File: src/rtl/uart_pkg.sv
// ============================================================================
//  Module      : uart_pkg
//  Description : Shared FSM encoding, parity selectors and parity helper for
//                the UART transmit scheduler.
//  Revision    : 1.0 - initial release
// ============================================================================
`default_nettype none

package uart_pkg;

    typedef enum logic [1:0] {
        IDLE      = 2'd0,
        LAUNCH    = 2'd1,
        WAIT_DONE = 2'd2
    } state_t;

    localparam logic PARITY_EVEN = 1'b0;
    localparam logic PARITY_ODD  = 1'b1;

    // Widest byte the parity helper accepts; narrower data is zero-padded.
    localparam int c_parity_max_w = 64;

    function automatic logic parity_bit(input logic [c_parity_max_w-1:0] data,
                                        input logic                      odd);
        return (^data) ^ odd;
    endfunction

endpackage

`default_nettype wire

File: src/rtl/rr_arbiter.sv
// ============================================================================
//  Module      : rr_arbiter
//  Description : Combinational round-robin picker: first set request at or
//                above rr_ptr, wrapping back to index 0.
//  Revision    : 1.0 - initial release
// ============================================================================
`default_nettype none

module rr_arbiter #(
    parameter  int N  = 4,
    localparam int PW = (N > 1) ? $clog2(N) : 1
) (
    input  logic [N-1:0]  req,
    input  logic [PW-1:0] rr_ptr,
    output logic [PW-1:0] pick,
    output logic          any_req
);

    logic [PW:0] w_sum;

    // Scan offsets from farthest to nearest so the nearest set request wins.
    always_comb begin
        pick    = '0;
        any_req = |req;
        w_sum   = '0;
        for (int k = N - 1; k >= 0; k--) begin
            w_sum = {1'b0, rr_ptr} + (PW + 1)'(k);
            if (w_sum >= (PW + 1)'(N)) begin
                w_sum = w_sum - (PW + 1)'(N);
            end
            if (req[w_sum[PW-1:0]]) begin
                pick = w_sum[PW-1:0];
            end
        end
    end

endmodule

`default_nettype wire

File: src/rtl/uart_tx_scheduler.sv
// ============================================================================
//  Module      : uart_tx_scheduler
//  Description : Round-robin sharing of one UART transmitter among N_REQ byte
//                producers; optional same-requester bursts under the macro
//                UART_TX_SCHED_BURST_EN.
//  Revision    : 1.0 - initial release
// ============================================================================
`default_nettype none

module uart_tx_scheduler #(
    parameter  int N_REQ      = 4,
    parameter  int FIFO_WIDTH = 8,
    parameter  bit PARITY_ODD = 1'b0,
    parameter  int TIMEOUT    = 32,
    parameter  int MAX_BURST  = 4,
    localparam int GW         = (N_REQ > 1) ? $clog2(N_REQ) : 1
) (
    input  logic                        Tx_clk,
    input  logic                        rst,
    input  logic [N_REQ-1:0]            req_valid,
    input  logic [N_REQ*FIFO_WIDTH-1:0] req_data,
    output logic [N_REQ-1:0]            req_ready,
    output logic [FIFO_WIDTH-1:0]       tx_din,
    output logic                        tx_parity,
    output logic                        tx_start,
    input  logic                        tx_done,
    output logic                        busy,
    output logic [GW-1:0]               grant_id,
    output logic                        timeout_err
);

    import uart_pkg::*;

    localparam int   c_tw         = (TIMEOUT > 2) ? $clog2(TIMEOUT) : 1;
    localparam logic c_parity_sel = PARITY_ODD ? uart_pkg::PARITY_ODD : uart_pkg::PARITY_EVEN;

    if (N_REQ < 2 || N_REQ > 8 || FIFO_WIDTH < 1 || FIFO_WIDTH > c_parity_max_w ||
        TIMEOUT < 2 || MAX_BURST < 1) begin : g_param_check
        $error("uart_tx_scheduler: parameter out of range");
    end

    state_t                  r_state;
    state_t                  w_state_nxt;
    logic [GW-1:0]           r_rr_ptr;
    logic [c_tw-1:0]         r_tmo_cnt;
    logic [FIFO_WIDTH-1:0]   r_din;
    logic                    r_parity;
    logic [GW-1:0]           r_grant;
    logic                    r_tmo_err;

    logic [GW-1:0]           w_arb_pick;
    logic                    w_any_req;
    logic                    w_burst_take;
    logic                    w_accept;
    logic [GW-1:0]           w_sel;
    logic [GW-1:0]           w_ptr_nxt;
    logic [FIFO_WIDTH-1:0]   w_slice;
    logic [c_parity_max_w-1:0] w_par_vec;
    logic                    w_parity;
    logic                    w_tmo_hit;
    logic                    w_tmo_fire;

    rr_arbiter #(
        .N       (N_REQ)
    ) u_arb (
        .req     (req_valid),
        .rr_ptr  (r_rr_ptr),
        .pick    (w_arb_pick),
        .any_req (w_any_req)
    );

`ifdef UART_TX_SCHED_BURST_EN
    localparam int c_bw = (MAX_BURST > 1) ? $clog2(MAX_BURST) : 1;

    logic [c_bw-1:0] r_burst_cnt;
    logic            r_burst_pending;

    // A burst continuation is only offered in the first IDLE cycle after tx_done.
    assign w_burst_take = (r_state == IDLE) && r_burst_pending && req_valid[r_grant];

    always_ff @(posedge Tx_clk) begin
        if (rst) begin
            r_burst_cnt     <= '0;
            r_burst_pending <= 1'b0;
        end else begin
            if (r_state == WAIT_DONE && tx_done) begin
                r_burst_pending <= req_valid[r_grant] &&
                                   (r_burst_cnt < c_bw'(MAX_BURST - 1));
            end else if (r_state == IDLE) begin
                r_burst_pending <= 1'b0;
            end
            if (w_accept) begin
                r_burst_cnt <= w_burst_take ? (r_burst_cnt + 1'b1) : '0;
            end
        end
    end
`else
    assign w_burst_take = 1'b0;
`endif

    assign w_accept  = (r_state == IDLE) && (w_burst_take || w_any_req);
    assign w_sel     = w_burst_take ? r_grant : w_arb_pick;
    assign w_ptr_nxt = (w_arb_pick == GW'(N_REQ - 1)) ? '0 : (w_arb_pick + 1'b1);
    assign w_tmo_hit = (r_tmo_cnt == c_tw'(TIMEOUT - 1));

    always_comb begin
        w_slice   = '0;
        w_par_vec = '0;
        for (int i = 0; i < N_REQ; i++) begin
            if (w_sel == GW'(i)) begin
                w_slice = req_data[i*FIFO_WIDTH +: FIFO_WIDTH];
            end
        end
        w_par_vec[FIFO_WIDTH-1:0] = w_slice;
    end

    assign w_parity = parity_bit(w_par_vec, c_parity_sel);

    always_comb begin
        req_ready = '0;
        if (w_accept) begin
            req_ready[w_sel] = 1'b1;
        end
    end

    // tx_done takes priority over an expiring timeout in the same cycle.
    always_comb begin
        w_state_nxt = r_state;
        w_tmo_fire  = 1'b0;
        case (r_state)
            IDLE: begin
                if (w_accept) begin
                    w_state_nxt = LAUNCH;
                end
            end
            LAUNCH: begin
                w_state_nxt = WAIT_DONE;
            end
            WAIT_DONE: begin
                if (tx_done) begin
                    w_state_nxt = IDLE;
                end else if (w_tmo_hit) begin
                    w_state_nxt = IDLE;
                    w_tmo_fire  = 1'b1;
                end
            end
            default: begin
                w_state_nxt = IDLE;
            end
        endcase
    end

    always_ff @(posedge Tx_clk) begin
        if (rst) begin
            r_state   <= IDLE;
            r_rr_ptr  <= '0;
            r_tmo_cnt <= '0;
            r_din     <= '0;
            r_parity  <= 1'b0;
            r_grant   <= '0;
            r_tmo_err <= 1'b0;
        end else begin
            r_state   <= w_state_nxt;
            r_tmo_err <= w_tmo_fire;
            if (w_accept) begin
                r_din    <= w_slice;
                r_parity <= w_parity;
                r_grant  <= w_sel;
                if (!w_burst_take) begin
                    r_rr_ptr <= w_ptr_nxt;
                end
            end
            if (r_state == LAUNCH) begin
                r_tmo_cnt <= '0;
            end else if (r_state == WAIT_DONE && !tx_done && !w_tmo_hit) begin
                r_tmo_cnt <= r_tmo_cnt + 1'b1;
            end
        end
    end

    assign tx_din      = r_din;
    assign tx_parity   = r_parity;
    assign grant_id    = r_grant;
    assign timeout_err = r_tmo_err;
    assign tx_start    = (r_state == LAUNCH);
    assign busy        = (r_state != IDLE);

endmodule

`default_nettype wire

File: config.mk
export PLATFORM = sky130hd
export DESIGN_NAME = uart_tx_scheduler
export DESIGN_NICKNAME = d
export VERILOG_FILES = /design/src/rtl/uart_pkg.sv /design/src/rtl/rr_arbiter.sv /design/src/rtl/uart_tx_scheduler.sv
export SDC_FILE = /design/constraint.sdc
export NUM_CORES = 1
export LEC_CHECK = 0
export CORE_MARGIN = 2
export CORE_UTILIZATION = 55
export CTS_CLUSTER_SIZE = 40
export DETAILED_ROUTE_END_ITERATION = 8
export DONT_BUFFER_PORTS = 1
export PLACE_DENSITY = 0.72
export SLEW_MARGIN = 10
export SYNTH_ARGS = -nofsm -noshare
export SYNTH_HDL_FRONTEND = slang
export SYNTH_SLANG_ARGS = --single-unit
File: constraint.sdc
create_clock -name Tx_clk -period 4.2 [get_ports Tx_clk]
set_input_delay 0.21 -clock Tx_clk [delete_from_list [all_inputs] [get_ports Tx_clk]]
set_output_delay 0.21 -clock Tx_clk [all_outputs]
set_load 0.1 [all_outputs]
After elaboration in Yosys (flattened, before gate mapping)
Index checks and enable logic that the tools add are counted.

Flip-flop bits (word level): 21. Input bits: 39. Output and inout port bits: 18.

Add/sub/neg operators: 9. $lt $le $gt $ge: 10. Eq/ne operators: 8. Mux-type cells: 29. Bitwise operators: 1. Reduce and logical (&&, ||, !) cells: 14.

Operators with widths (count): 64-bit XOR reduction (1); 8-bit 2-to-1 mux (4); 2-bit 2-to-1 mux (12); 2-bit by 3-bit < comparator with 1-bit output, second input constant (5); 3-bit >= comparator, second input constant (3); 1-bit binary-select mux with 2-bit select (4); 2-bit by 1-bit subtractor with 2-bit output, second input constant (4); 2-bit by 2-bit adder with 3-bit output, second input constant (2); 2-bit == test, second input constant (3); 1-bit 2-to-1 mux (6); 2-bit case mux with 3 select lines (1); 5-bit by 1-bit adder with 5-bit output, second input constant (1); 5-bit == test, second input constant (1); 2-bit by 1-bit == test with 1-bit output, second input constant (2); 1-bit logical AND (4); 2-bit logical NOT (2); 4-bit 2-to-1 mux (1); 4-bit OR reduction (1); 2-bit by 1-bit adder with 3-bit output, second input constant (1); 2-bit by 3-bit >= comparator with 1-bit output, second input constant (1); 3-bit != test, second input constant (1); 3-bit OR reduction (1); 2-bit by 1-bit adder with 2-bit output, second input constant (1); 1-bit demux with 2-bit select (1); other kinds (7) (8).

Depth between registers and ports, before layout
Gate-level depths: netlist (run 1).

Word-level depth: 15. Mapped depth: 13. Mapped depth without buffers: 12.

Cells and area by module
Synthesis (run 1) repeated with hierarchy kept, for this count alone.

Cells, all modules: 155. Area, all modules: 1290.0 sq um.

By module, submodules not included: uart_tx_scheduler (instances 1, cells each 142, area an instance 1212.4 sq um); rr_arbiter (instances 1, cells each 13, area an instance 77.6 sq um).

Worst setup path before layout (run 1)
OpenSTA, ideal clock, no wires.

Kind: reg2out. From: register r_state[0]. To: output req_ready[3]. Arrival time: 2.851 ns. Slack: 1.139 ns. Cell stages (with the launch flop): 6. Path buffers: 2. Path through: dfxtp_1 or2_2 or2_2 clkbuf_1 clkbuf_1 nor2_1.

Cells in the longest elaborated chain, start to end: 3.

Ends and longest elaborated chain: from (decl) (RTL line uart_tx_scheduler.sv:42) `state_t r_state;`; from (signal assigned) (RTL line uart_tx_scheduler.sv:163) `r_state <= w_state_nxt;`; 2-bit logical NOT (RTL line uart_tx_scheduler.sv:101) `assign w_accept = (r_state == IDLE) && (w_burst_take || w_any_req);`; 1-bit logical AND (RTL line uart_tx_scheduler.sv:101); 4-bit 2-to-1 mux (RTL line uart_tx_scheduler.sv:121) `if (w_accept) begin`; to (decl) (RTL line uart_tx_scheduler.sv:22) `output logic [N_REQ-1:0] req_ready,`.

No other way between the ends.

Final worst setup path (run 1)
From: register r_rr_ptr[1]. To: register r_parity, in the netlist tx_parity.

Cells in the longest elaborated chain, start to end: 15. Elaborated cells on any way between the ends: 36. Those cells by class: add/sub (7); order compare (4); eq/ne (3); mux (20); reduce/logical (2).

Ends and longest elaborated chain: from (decl) (RTL line uart_tx_scheduler.sv:44) `logic [GW-1:0] r_rr_ptr;`; from (signal assigned) (RTL line uart_tx_scheduler.sv:170) `r_rr_ptr <= w_ptr_nxt;`; 2-bit by 2-bit adder with 3-bit output (RTL line rr_arbiter.sv:27) `w_sum = {1'b0, rr_ptr} + (PW + 1)'(k);`; 3-bit >= comparator or 2-bit by 1-bit subtractor with 2-bit output (tied branches) (RTL line rr_arbiter.sv:28, rr_arbiter.sv:29); 2-bit 2-to-1 mux (RTL line rr_arbiter.sv:28) `if (w_sum >= (PW + 1)'(N)) begin`; 1-bit binary-select mux with 2-bit select (RTL line rr_arbiter.sv:31) `if (req[w_sum[PW-1:0]]) begin`; 1-bit 2-to-1 mux (not written as such) (RTL line rr_arbiter.sv:31); 2-bit 2-to-1 mux (3 in series) (RTL line rr_arbiter.sv:31); 2-bit 2-to-1 mux (*) (RTL line rr_arbiter.sv:31); via u_arb.pick[0] (RTL line rr_arbiter.sv:15) `output logic [PW-1:0] pick,`; 2-bit logical NOT (RTL line uart_tx_scheduler.sv:110) `if (w_sel == GW'(i)) begin`; 8-bit 2-to-1 mux (3 in series) (RTL line uart_tx_scheduler.sv:110); 8-bit 2-to-1 mux (*) (RTL line uart_tx_scheduler.sv:110); 64-bit XOR reduction (*) (RTL line uart_pkg.sv:25) `return (^data) ^ odd;`; to (signal assigned) (RTL line uart_tx_scheduler.sv:167) `r_parity <= w_parity;`; to (decl) (RTL line uart_tx_scheduler.sv:47) `logic r_parity;`.

Mark *: on every way through the listed nets, which the timed path passes. The rest lies on a longest branch. The select of a mux whose other input is x is not followed. A chain may end at the register's enable or synchronous reset.

==> results of run 1 <==
## critical path: stages, from the launching register on
cell and delay, ns:
dfxtp_1 0.45, mux2i_1 0.22, nor2_1 0.05, nor3_1 0.47
ha_1 0.48, and2b_1 0.32, a221oi_2 0.34, o21ai_0 0.17
a211o_1 0.31, a211o_1 0.31, a311oi_2 0.24
## layout make-up
class / instances / area (um2) / area share (%)
inverters: 7 / 26.3 / 1.97
clock inverters: 1 / 5.00 / 0.376
multi-input cells: 119 / 805 / 60.4
repair buffers: 2 / 17.5 / 1.32
well taps: 28 / 35.0 / 2.63
clock buffers: 3 / 22.5 / 1.69
flip-flops and latches: 21 / 420 / 31.6
## how the worst max path moves through the flow
stage | start | end | slack (ns) | cells after the start
CTS | r_rr_ptr[1] | tx_parity | 0.77 | 10
global placement | r_rr_ptr[1] | tx_parity | 0.98 | 10
finish | r_rr_ptr[1] | tx_parity | 0.74 | 10
floorplan | r_state[0] | req_ready[3] | 1.14 | 5
global route | r_rr_ptr[1] | tx_parity | 0.47 | 10
detailed placement | r_rr_ptr[1] | tx_parity | 0.83 | 10
## cell families after synthesis
kind of cell | after synthesis | share of synthesized area, %
simple gates | 59 | 23.1
mux | 3 | 2.33
flops | 21 | 32.6
compound gates | 48 | 28.9
buf+inv | 15 | 5.15
xor+xnor | 3 | 2.04
fa+ha+maj | 6 | 5.83
## repair_timing
item                      4_1_cts  5_1_grt
gates resized for setup         0        0
hold buffers                    1        0
hold endpoints to repair       16        0
## per-layer routing
layer / global-route usage (%) / vias to the layer above
met5: 0 / -
met4: 5.13 / 0
met3: 6.00 / 2
met2: 39.8 / 41
met1: 23.2 / 523
li1: - / 561
## cell usage after synthesis
cell,count
or2b_2,1
a31oi_1,2
mux2i_1,3
nor2b_1,1
nor2_1,19
o211a_1,3
and2b_1,1
dfxtp_1,21
nand2_1,11
and2_0,2
and3_1,1
or3b_2,1
a311oi_2,1
nand2b_1,2
and2_1,2
or2_1,1
nor4_1,1
and2_2,1
or2_2,2
a211o_1,3
xor2_1,2
a21oi_1,15
nand4_1,1
nand3b_1,1
inv_1,7
or3_1,1
nor3_1,6
xnor2_1,1
buf_2,2
a221oi_2,2
a221oi_1,2
a221o_1,3
o211ai_1,3
nor3b_1,3
clkbuf_1,5
a211oi_2,3
o22a_1,3
a211oi_1,2
buf_6,1
ha_1,6
o21ai_0,2
nand3_1,1
o22ai_1,4
## power breakdown
| group | leakage (nW) | total [mW] | internal (mW) | switching, mW |
|---|---|---|---|---|
| Clock | 0.0177 | 0.0930 | 0.0354 | 0.0576 |
| Sequential | 0.172 | 0.393 | 0.225 | 0.168 |
| Combinational | 0.333 | 0.333 | 0.117 | 0.216 |
| Total | 0.523 | 0.819 | 0.377 | 0.442 |
## cell usage in the layout (no fill, tap or decap), types with 2 or more instances in the layout
cell type	Yosys	routed
nand2b_1	2	2
a221o_1	3	3
inv_1	7	7
nor3_1	6	6
a31oi_1	2	2
ha_1	6	6
clkbuf_4	0	3
xor2_1	2	2
dfxtp_1	21	21
a21oi_1	15	15
or2_2	2	2
a221oi_2	2	2
o22a_1	3	3
and2_0	2	2
and2_1	2	2
a211oi_2	3	3
nand2_1	11	11
a211o_1	3	3
nor2_1	19	18
nor3b_1	3	3
a211oi_1	2	2
mux2i_1	3	3
a221oi_1	2	2
o22ai_1	4	4
o211a_1	3	3
o211ai_1	3	3
o21ai_0	2	2
## registers in the layout, summed over array words and instances (netlist names)
name / flops
grant_id: 2
r_rr_ptr: 2
r_state: 2
r_tmo_cnt: 5
timeout_err: 1
tx_din: 8
tx_parity: 1
## through the flow
stage | power, mW | worst slack [ns] | instance area (um2) | hold slack (ns) | utilization [%]
after CTS | 0.824 | 0.770 | 1330 | 0.0651 | 60.2
after global placement | 0.716 | 0.976 | 1290 | 0.281 | 58.5
final | 0.819 | 0.736 | 1330 | 0.0793 | 60.2
after global routing | 0.864 | 0.468 | 1330 | 0.0843 | 60.2
after detailed placement | 0.725 | 0.829 | 1290 | 0.282 | 58.5
after floorplan | 0.686 | 1.14 | 1290 | 0.395 | -
==> impl_metrics.json, run 1 <==
{
  "status": "completed",
  "postRouteAntennaNets": 0,
  "cts_made_buffers": 3,
  "ir_drop_mv": 0.360,
  "synth_warnings": 0,
  "cts_setup_buffers": 0,
  "clk_latency_ns": 0.30,
  "fin_nets": 199,
  "wl_met2_um": 1360,
  "dp_cells": 176,
  "endpoint_kind": "register",
  "p_per_area_mw_per_mm2": 615,
  "firstDrtPassIters": 4,
  "cp.arrival_ns": 3.67,
  "clock.fmax_mhz": 289,
  "rsz0062_at_grt": "no",
  "num_vias": 1127,
  "slew_violations": 0,
  "grtUsageTotal_pct": 21.2,
  "drive_above_1_share_pct": 11.1,
  "wl_um": 2740,
  "cts_tree": "done",
  "p_leak_nw": 0.523,
  "clock-sinks": 21,
  "critPathKind": "register to register",
  "io_pins": 57,
  "maxCapViolCount": 0,
  "min_period_ns": 3.46,
  "min_from": "tx_done",
  "die_w_um": 52.4,
  "critPathMaxFanout": 11,
  "gr-total-overflow": 0,
  "portBuffers": 0,
  "postSynthCellCount": 155,
  "synthTopCellsByArea": "dfxtp_1, a21oi_1, ha_1",
  "synth_top_area_cell": "dfxtp_1",
  "areaGrowthSynthToFinish_pct": 3.30,
  "grt_start_max_net_pins": 20,
  "clock_skew_ns": 0.0130,
  "met1_length_um": 1150,
  "synth_nets": 200,
  "n_fill_cell": 210,
  "die_h_um": 52.4,
  "grt_pass1_vias": 1050,
  "vias_per_cell": 6.23,
  "cts_max_level": 1,
  "setup_viol": 0,
  "dieArea_mm2": 0.00275,
  "r2r_slack_ns": 0.74,
  "syn_area_per_cell_um2": 8.31,
  "final_cells": 181,
  "crit_path_start_kind": "register",
  "drtIter0Drc": 15,
  "drc": 0,
  "min_to": "timeout_err",
  "place.gp.congestion": 0.798,
  "synth_seq_cells": 21,
  "ctsRootBufferMaster": "clkbuf_4",
  "rr_endpoint": "tx_parity",
  "ys_seq_area_share_pct": 32.6,
  "required_ns": 4.41,
  "wl_met3_um": 211,
  "r2r_start": "r_rr_ptr[1]",
  "rows": 17,
  "clk_path_buf_depth": 2,
  "core-area_mm2": 0.00221,
  "hp-class": "primary input to register",
  "reg2reg_depth": 10,
  "netlist.area_leader.share_pct": 32.6,
  "synthesis.area_mm2": 0.00129,
  "grt_antenna_before_repair": 0,
  "initial_utilization_pct": 58.3,
  "top_layer": "met4",
  "diodes": 0,
  "holdPathStages": 2,
  "finalCritPeriodShare_pct": 82.5,
  "hold_violations": 0,
  "slew_headroom_pct": 29.3,
  "clk_pin_slew_ns": 0.12,
  "hpwl_um": 2180,
  "synth_cell_type_count": 43,
  "wl_per_cell_um": 15.1,
  "tns_ns": 0,
  "tightestPinTransition_ns": 1.06,
  "grt_pass1_wl_um": 4360
}
No activity file was read; power rests on OpenSTA's default activity.
==> inputs of run 2 (changes only) <==
--- a/config.mk
+++ b/config.mk
@@ -10,7 +10,7 @@
 export CTS_CLUSTER_SIZE = 40
 export DETAILED_ROUTE_END_ITERATION = 8
 export DONT_BUFFER_PORTS = 1
-export PLACE_DENSITY = 0.72
+export PLACE_DENSITY = 0.75
 export SLEW_MARGIN = 10
 export SYNTH_ARGS = -nofsm -noshare
 export SYNTH_HDL_FRONTEND = slang
==> constraint.sdc (replaced) <==
create_clock -name Tx_clk -period 2.81 [get_ports Tx_clk]
set_input_delay 0.1405 -clock Tx_clk [delete_from_list [all_inputs] [get_ports Tx_clk]]
set_output_delay 0.1405 -clock Tx_clk [all_outputs]
set_load 0.1 [all_outputs]
==> run 2 against run 1 <==
The run now ends with negative setup slack left. Die area unchanged. Clock power up 51%. Wire length up 16%. Cell area up 24%. Sequential share of layout area down 5.9 points. Via count up 13%. Total power up 72%. Hold slack worse by 0.058 ns. Critical path depth up 1. Largest cell class unchanged.
==> impl_metrics.json, run 2 (synthesized netlist as in run 1, its figures left out) <==
{
  "pre_cts_ws_ns": -0.251,
  "drc": 0,
  "maxCapViolCount": 0,
  "p_leak_nw": 0.680,
  "crit_path_start_kind": "register",
  "num_vias": 1278,
  "grt_pass1_vias": 1199,
  "holdPathStages": 2,
  "cp_top_family": "compound AO/OA/AOI/OAI gates",
  "cp.arrival_ns": 3.03,
  "worstPathCellList": "mux2i_1 > nor2_1 > nor3_2 > buf_4 > ha_4 > and2b_4 > a221o_1 > a211o_1 > a211oi_2 > o211ai_1 > a311oi_2",
  "diodes": 0,
  "place.gp.congestion": 0.747,
  "initial_utilization_pct": 58.3,
  "r2r_slack_ns": -0.005,
  "clk_latency_ns": 0.30,
  "cts_made_buffers": 3,
  "fin_total_pwr_mw": 1.41,
  "min_from": "tx_done",
  "rows": 17,
  "slew_headroom_pct": 35.1,
  "clock_skew_ns": 0.00409,
  "grtUsageTotal_pct": 24.4,
  "core-area_mm2": 0.00221,
  "endpoint_kind": "register",
  "ir_drop_mv": 0.538,
  "setup_ws_ns": -0.00518,
  "wl_um": 3180,
  "critPathMaxFanout": 7,
  "fin_util_pct": 74.8,
  "firstDrtPassIters": 4,
  "mostFrequentLayoutCells": "buf_4, dfxtp_1, nor2_1",
  "dp_cells": 199,
  "status": "complete, but fails checks",
  "clk_pin_slew_ns": 0.11,
  "violations": "negative setup slack",
  "drtIter0Drc": 18,
  "areaGrowthSynthToFinish_pct": 28.4,
  "p_per_area_mw_per_mm2": 849,
  "min_period_ns": 2.82,
  "finalCritPeriodShare_pct": 100,
  "required_ns": 3.03,
  "worst-path-buf-inv": 1,
  "largest_register_ffs": 8,
  "hpwl_um": 2380,
  "drive_above_1_share_pct": 34.4,
  "min_to": "timeout_err",
  "critPathKind": "register to register",
  "tightestPinTransition_ns": 0.972,
  "gr-total-overflow": 0,
  "io_pins": 57,
  "rsz0062_at_grt": "yes",
  "clock-sinks": 21,
  "dieArea_mm2": 0.00275,
  "cp_slowest_stage_delay_ns": 0.39,
  "reg2reg_depth": 11,
  "die_h_um": 52.4,
  "fin_nets": 229,
  "clk_path_buf_depth": 2,
  "hold_violations": 0,
  "cts_max_level": 1,
  "final_cells": 211,
  "slowest_stage": "dfxtp_4",
  "postRouteAntennaNets": 0,
  "cts_tree": "done",
  "vias_per_cell": 6.06,
  "grt_pass1_wl_um": 4980,
  "grt_start_max_net_pins": 20,
  "final_common_cell": "buf_4",
  "rr_endpoint": "tx_parity",
  "setup_viol": 1,
  "slew_violations": 0,
  "clock.fmax_mhz": 355,
  "hp-class": "primary input to register",
  "ctsRootBufferMaster": "clkbuf_4",
  "wl_per_cell_um": 15.1,
  "portBuffers": 0,
  "r2r_start": "r_rr_ptr[1]",
  "grt_antenna_before_repair": 0,
  "die_w_um": 52.4
}
## run 2: cell count changes in the layout (fill, tap and decap cells not counted), moves of 2 or more
cell      previous run  this run
a211oi_2             3         5
a21oi_2              0         3
a21oi_1             15        12
a211oi_1             2         0
dfxtp_1             21        19
ha_4                 0         3
buf_4                1        31
ha_1                 6         3
## run 2: worst max path at each step
stage,from,end,slack [ns],cells after the start
2_1_floorplan,r_rr_ptr[1],tx_parity,0.008,12
3_3_place_gp,r_rr_ptr[1],tx_parity,-0.08,11
3_5_place_dp,r_rr_ptr[1],tx_parity,-0.25,11
4_1_cts,r_rr_ptr[1],tx_parity,0.004,11
5_1_grt,r_rr_ptr[1],tx_parity,-0.15,11
6_report,r_rr_ptr[1],tx_parity,-0.005,11
## run 2: final cells by class
cell class,instances,area (um2)
Multi-Input combinational cell,119,900
Tap cell,28,35.0
Sequential cell,21,425
Inverter,7,26.3
Clock buffer,4,26.3
Fill cell,174,557
Timing Repair Buffer,32,243
## run 2: layer usage
metal  track usage [%]  vias to the layer above  routed length (um)
met2              44.2                       47                1630
met3              5.43                        8                 193
li1                  -                      620                   -
met4              8.55                        0                  69
met5                 0                        -                   0
met1              27.7                      603                1290
## run 2: power by group
part	switching (mW)	total, mW	internal [mW]
combinational	0.543	0.843	0.301
sequential	0.0834	0.422	0.339
clock	0.0849	0.140	0.0553
## run 2: through the flow
stage | area (um2) | hold slack, ns | setup TNS [ns]
final | 1660 | 0.0210 | -0.00518
after global routing | 1660 | 0.0162 | -0.150
after CTS | 1650 | 0.0102 | 0
after detailed placement | 1470 | 0.215 | -0.251
after global placement | 1470 | 0.211 | -0.0797
after floorplan | 1300 | 0.326 | 0
## run 2: timing repair
item                                    CTS  global route
pin swaps                                10             4
setup buffers                             7             0
endpoints found under the setup margin    1             1
hold buffers                              1             0
gates cloned                              0             0
gates resized for setup                  21             2
endpoints found under the hold margin    16             0
==> inputs of run 3 (changes only) <==
--- a/config.mk
+++ b/config.mk
@@ -14,4 +14,5 @@
 export SLEW_MARGIN = 10
 export SYNTH_ARGS = -nofsm -noshare
 export SYNTH_HDL_FRONTEND = slang
+export SYNTH_HIERARCHICAL = 1
 export SYNTH_SLANG_ARGS = --single-unit
==> run 3 against run 2 <==
The flow now finishes without violations. Count of clock-buffer cells in the layout unchanged. Register-to-register slack better by 0.03 ns. Clock skew up 0.00079 ns. Critical path depth unchanged. Cell area down 0.53%. Hold slack better by 0.0045 ns. Die area about the same. Global-route usage down 1.7 points. First-iteration DRC count down 17%. Wire length up 2.3%. Synthesized cell count unchanged. Largest cell class unchanged.
==> impl_metrics.json, run 3 <==
{
  "largest_register_ffs": 8,
  "min_period_ns": 2.78,
  "clk_path_buf_depth": 2,
  "synth_common_cells": "dfxtp_1, nor2_1, nand2_1",
  "netlist.area_leader.share_pct": 32.6,
  "synth_warnings": 6,
  "synthTopCellsByArea": "dfxtp_1, ha_1, nor2_1",
  "mostFrequentLayoutCells": "buf_4, dfxtp_1, nor2_1",
  "p_leak_nw": 0.685,
  "grtUsageTotal_pct": 22.6,
  "firstDrtPassIters": 4,
  "slew_violations": 0,
  "num_vias": 1268,
  "postSynthCellCount": 155,
  "diodes": 0,
  "worst-path-buf-inv": 1,
  "rsz0062_at_grt": "yes",
  "timing.hold.ws_ns": 0.0255,
  "synth_async_sr_flop_share_pct": 0,
  "place.gp.congestion": 0.783,
  "ir_drop_mv": 0.748,
  "clock.fmax_mhz": 359,
  "die_h_um": 52.4,
  "setup_ws_ns": 0.0262,
  "grt_pass1_vias": 1156,
  "hpwl_um": 2390,
  "crit_top_cell": "a211o_1",
  "grt_antenna_before_repair": 0,
  "gr-total-overflow": 0,
  "dieArea_mm2": 0.00275,
  "critPathMaxFanout": 7,
  "setup_viol": 0,
  "crit_path_start_kind": "register",
  "cts_tree": "done",
  "die_w_um": 52.4,
  "tightestPinTransition_ns": 0.990,
  "fin_total_pwr_mw": 1.41,
  "synthesis.area_mm2": 0.00129,
  "worstPathCellList": "nand2b_4 > a21oi_2 > a211oi_2 > inv_2 > ha_4 > or2_4 > a221o_1 > o211a_1 > a211o_1 > a211o_1 > a311oi_1",
  "grt_pass1_wl_um": 4700,
  "drive_above_1_share_pct": 32.0,
  "cp_top_family": "compound AO/OA/AOI/OAI gates",
  "synth_most_common_cell": "dfxtp_1",
  "cts_made_buffers": 3,
  "status": "completed",
  "hp-class": "primary input to register",
  "rows": 17,
  "wl_um": 3260,
  "synth_top_area_cell": "dfxtp_1",
  "hold_violations": 0,
  "initial_utilization_pct": 58.3,
  "clk_latency_ns": 0.29,
  "final_cells": 209,
  "clock_skew_ns": 0.00488,
  "pre_cts_ws_ns": -0.126,
  "final_common_cell": "buf_4",
  "slowest_stage": "dfxtp_4",
  "synth_cell_type_count": 32,
  "cp_slowest_stage_delay_ns": 0.40,
  "critPathKind": "register to register",
  "dp_cells": 199,
  "endpoint_kind": "register",
  "portBuffers": 0,
  "clock-sinks": 21,
  "p_per_area_mw_per_mm2": 859,
  "ctsRootBufferMaster": "clkbuf_4",
  "io_pins": 57,
  "maxCapViolCount": 0,
  "synth_nets": 200,
  "slew_headroom_pct": 33.9,
  "synth_edf_count": 0,
  "core-area_mm2": 0.00221,
  "cp.arrival_ns": 2.99,
  "drc": 0,
  "postRouteAntennaNets": 0,
  "vias_per_cell": 6.07,
  "clk_pin_slew_ns": 0.11,
  "syn_area_per_cell_um2": 8.32,
  "drtIter0Drc": 15,
  "required_ns": 3.02,
  "synth_ff_type": "dfxtp_1",
  "areaGrowthSynthToFinish_pct": 27.6,
  "cts_max_level": 1,
  "wl_per_cell_um": 15.6,
  "synth_seq_cells": 21,
  "finalCritPeriodShare_pct": 99.1,
  "ys_seq_area_share_pct": 32.6,
  "fin_nets": 227,
  "grt_start_max_net_pins": 20
}
## run 3: cell count changes in the layout (fill, tap and decap cells not counted), sizes merged, moves of 2 or more
cell	previous run	this run
and2	5	1
and3	1	4
nand2b	2	5
nand2	11	16
a31oi	2	0
or2	3	1
nand3	1	4
buf	31	29
## run 3: tightest hold or removal path, cell delays in order
cell,delay (ns)
nor2_1,0.02
nand2_1,0.07
nor3b_1,0.05
## run 3: cell type report
cell class	count	area [um2]
timing repair buffer	30	231
fill	163	566
inverter	6	22.5
tap	28	35.0
clock buffer	4	26.3
multi-input combinational	120	903
sequential	21	428
## run 3: power by group
group          switching (mW)  internal, mW  total, mW
combinational           0.528         0.304      0.832
sequential              0.107         0.339      0.446
clock                  0.0816        0.0553      0.137
total                   0.716         0.698       1.41
## run 3: logic make-up after synthesis
| group | synth area share, % |
|---|---|
| multiplexers | 2.33 |
| AND/OR/NAND/NOR | 21.4 |
| buffers and inverters | 5.82 |
| XOR/XNOR | 2.04 |
| flip-flops | 32.6 |
| AO/OA/AOI/OAI | 30.0 |
| adder cells (fa/ha/maj) | 5.82 |
## run 3: what timing repair did
action	CTS	global route
gates resized for setup	13	15
endpoints found under the setup margin	1	1
buffers inserted	1	5
hold endpoints to repair	16	0
hold buffers	1	0
pin swaps	7	15
## run 3: stage by stage
stage          cell area (um2)  setup TNS, ns  utilization [%]
2_1_floorplan             1290              0                -
3_3_place_gp              1460       -0.00280             65.8
3_5_place_dp              1460         -0.126             65.8
4_1_cts                   1540              0             69.7
5_1_grt                   1650        -0.0569             74.4
6_report                  1650              0             74.4
## run 3: layer usage
metal | part of all wire (%) | global-route usage [%]
met4 | 0.28 | 3.85
met1 | 39 | 24.3
met3 | 6.7 | 6.57
met2 | 53 | 43.5
met5 | 0 | 0
## run 3: worst paths after layout
kind	start	slack, ns	cells past startpoint	to
worst min register to register	grant_id[0]	0.49	2	grant_id[0]
worst max-delay path	r_rr_ptr[1]	0.03	11	tx_parity
worst min-delay path	tx_done	0.03	3	timeout_err
worst max register to register	r_rr_ptr[1]	0.03	11	tx_parity
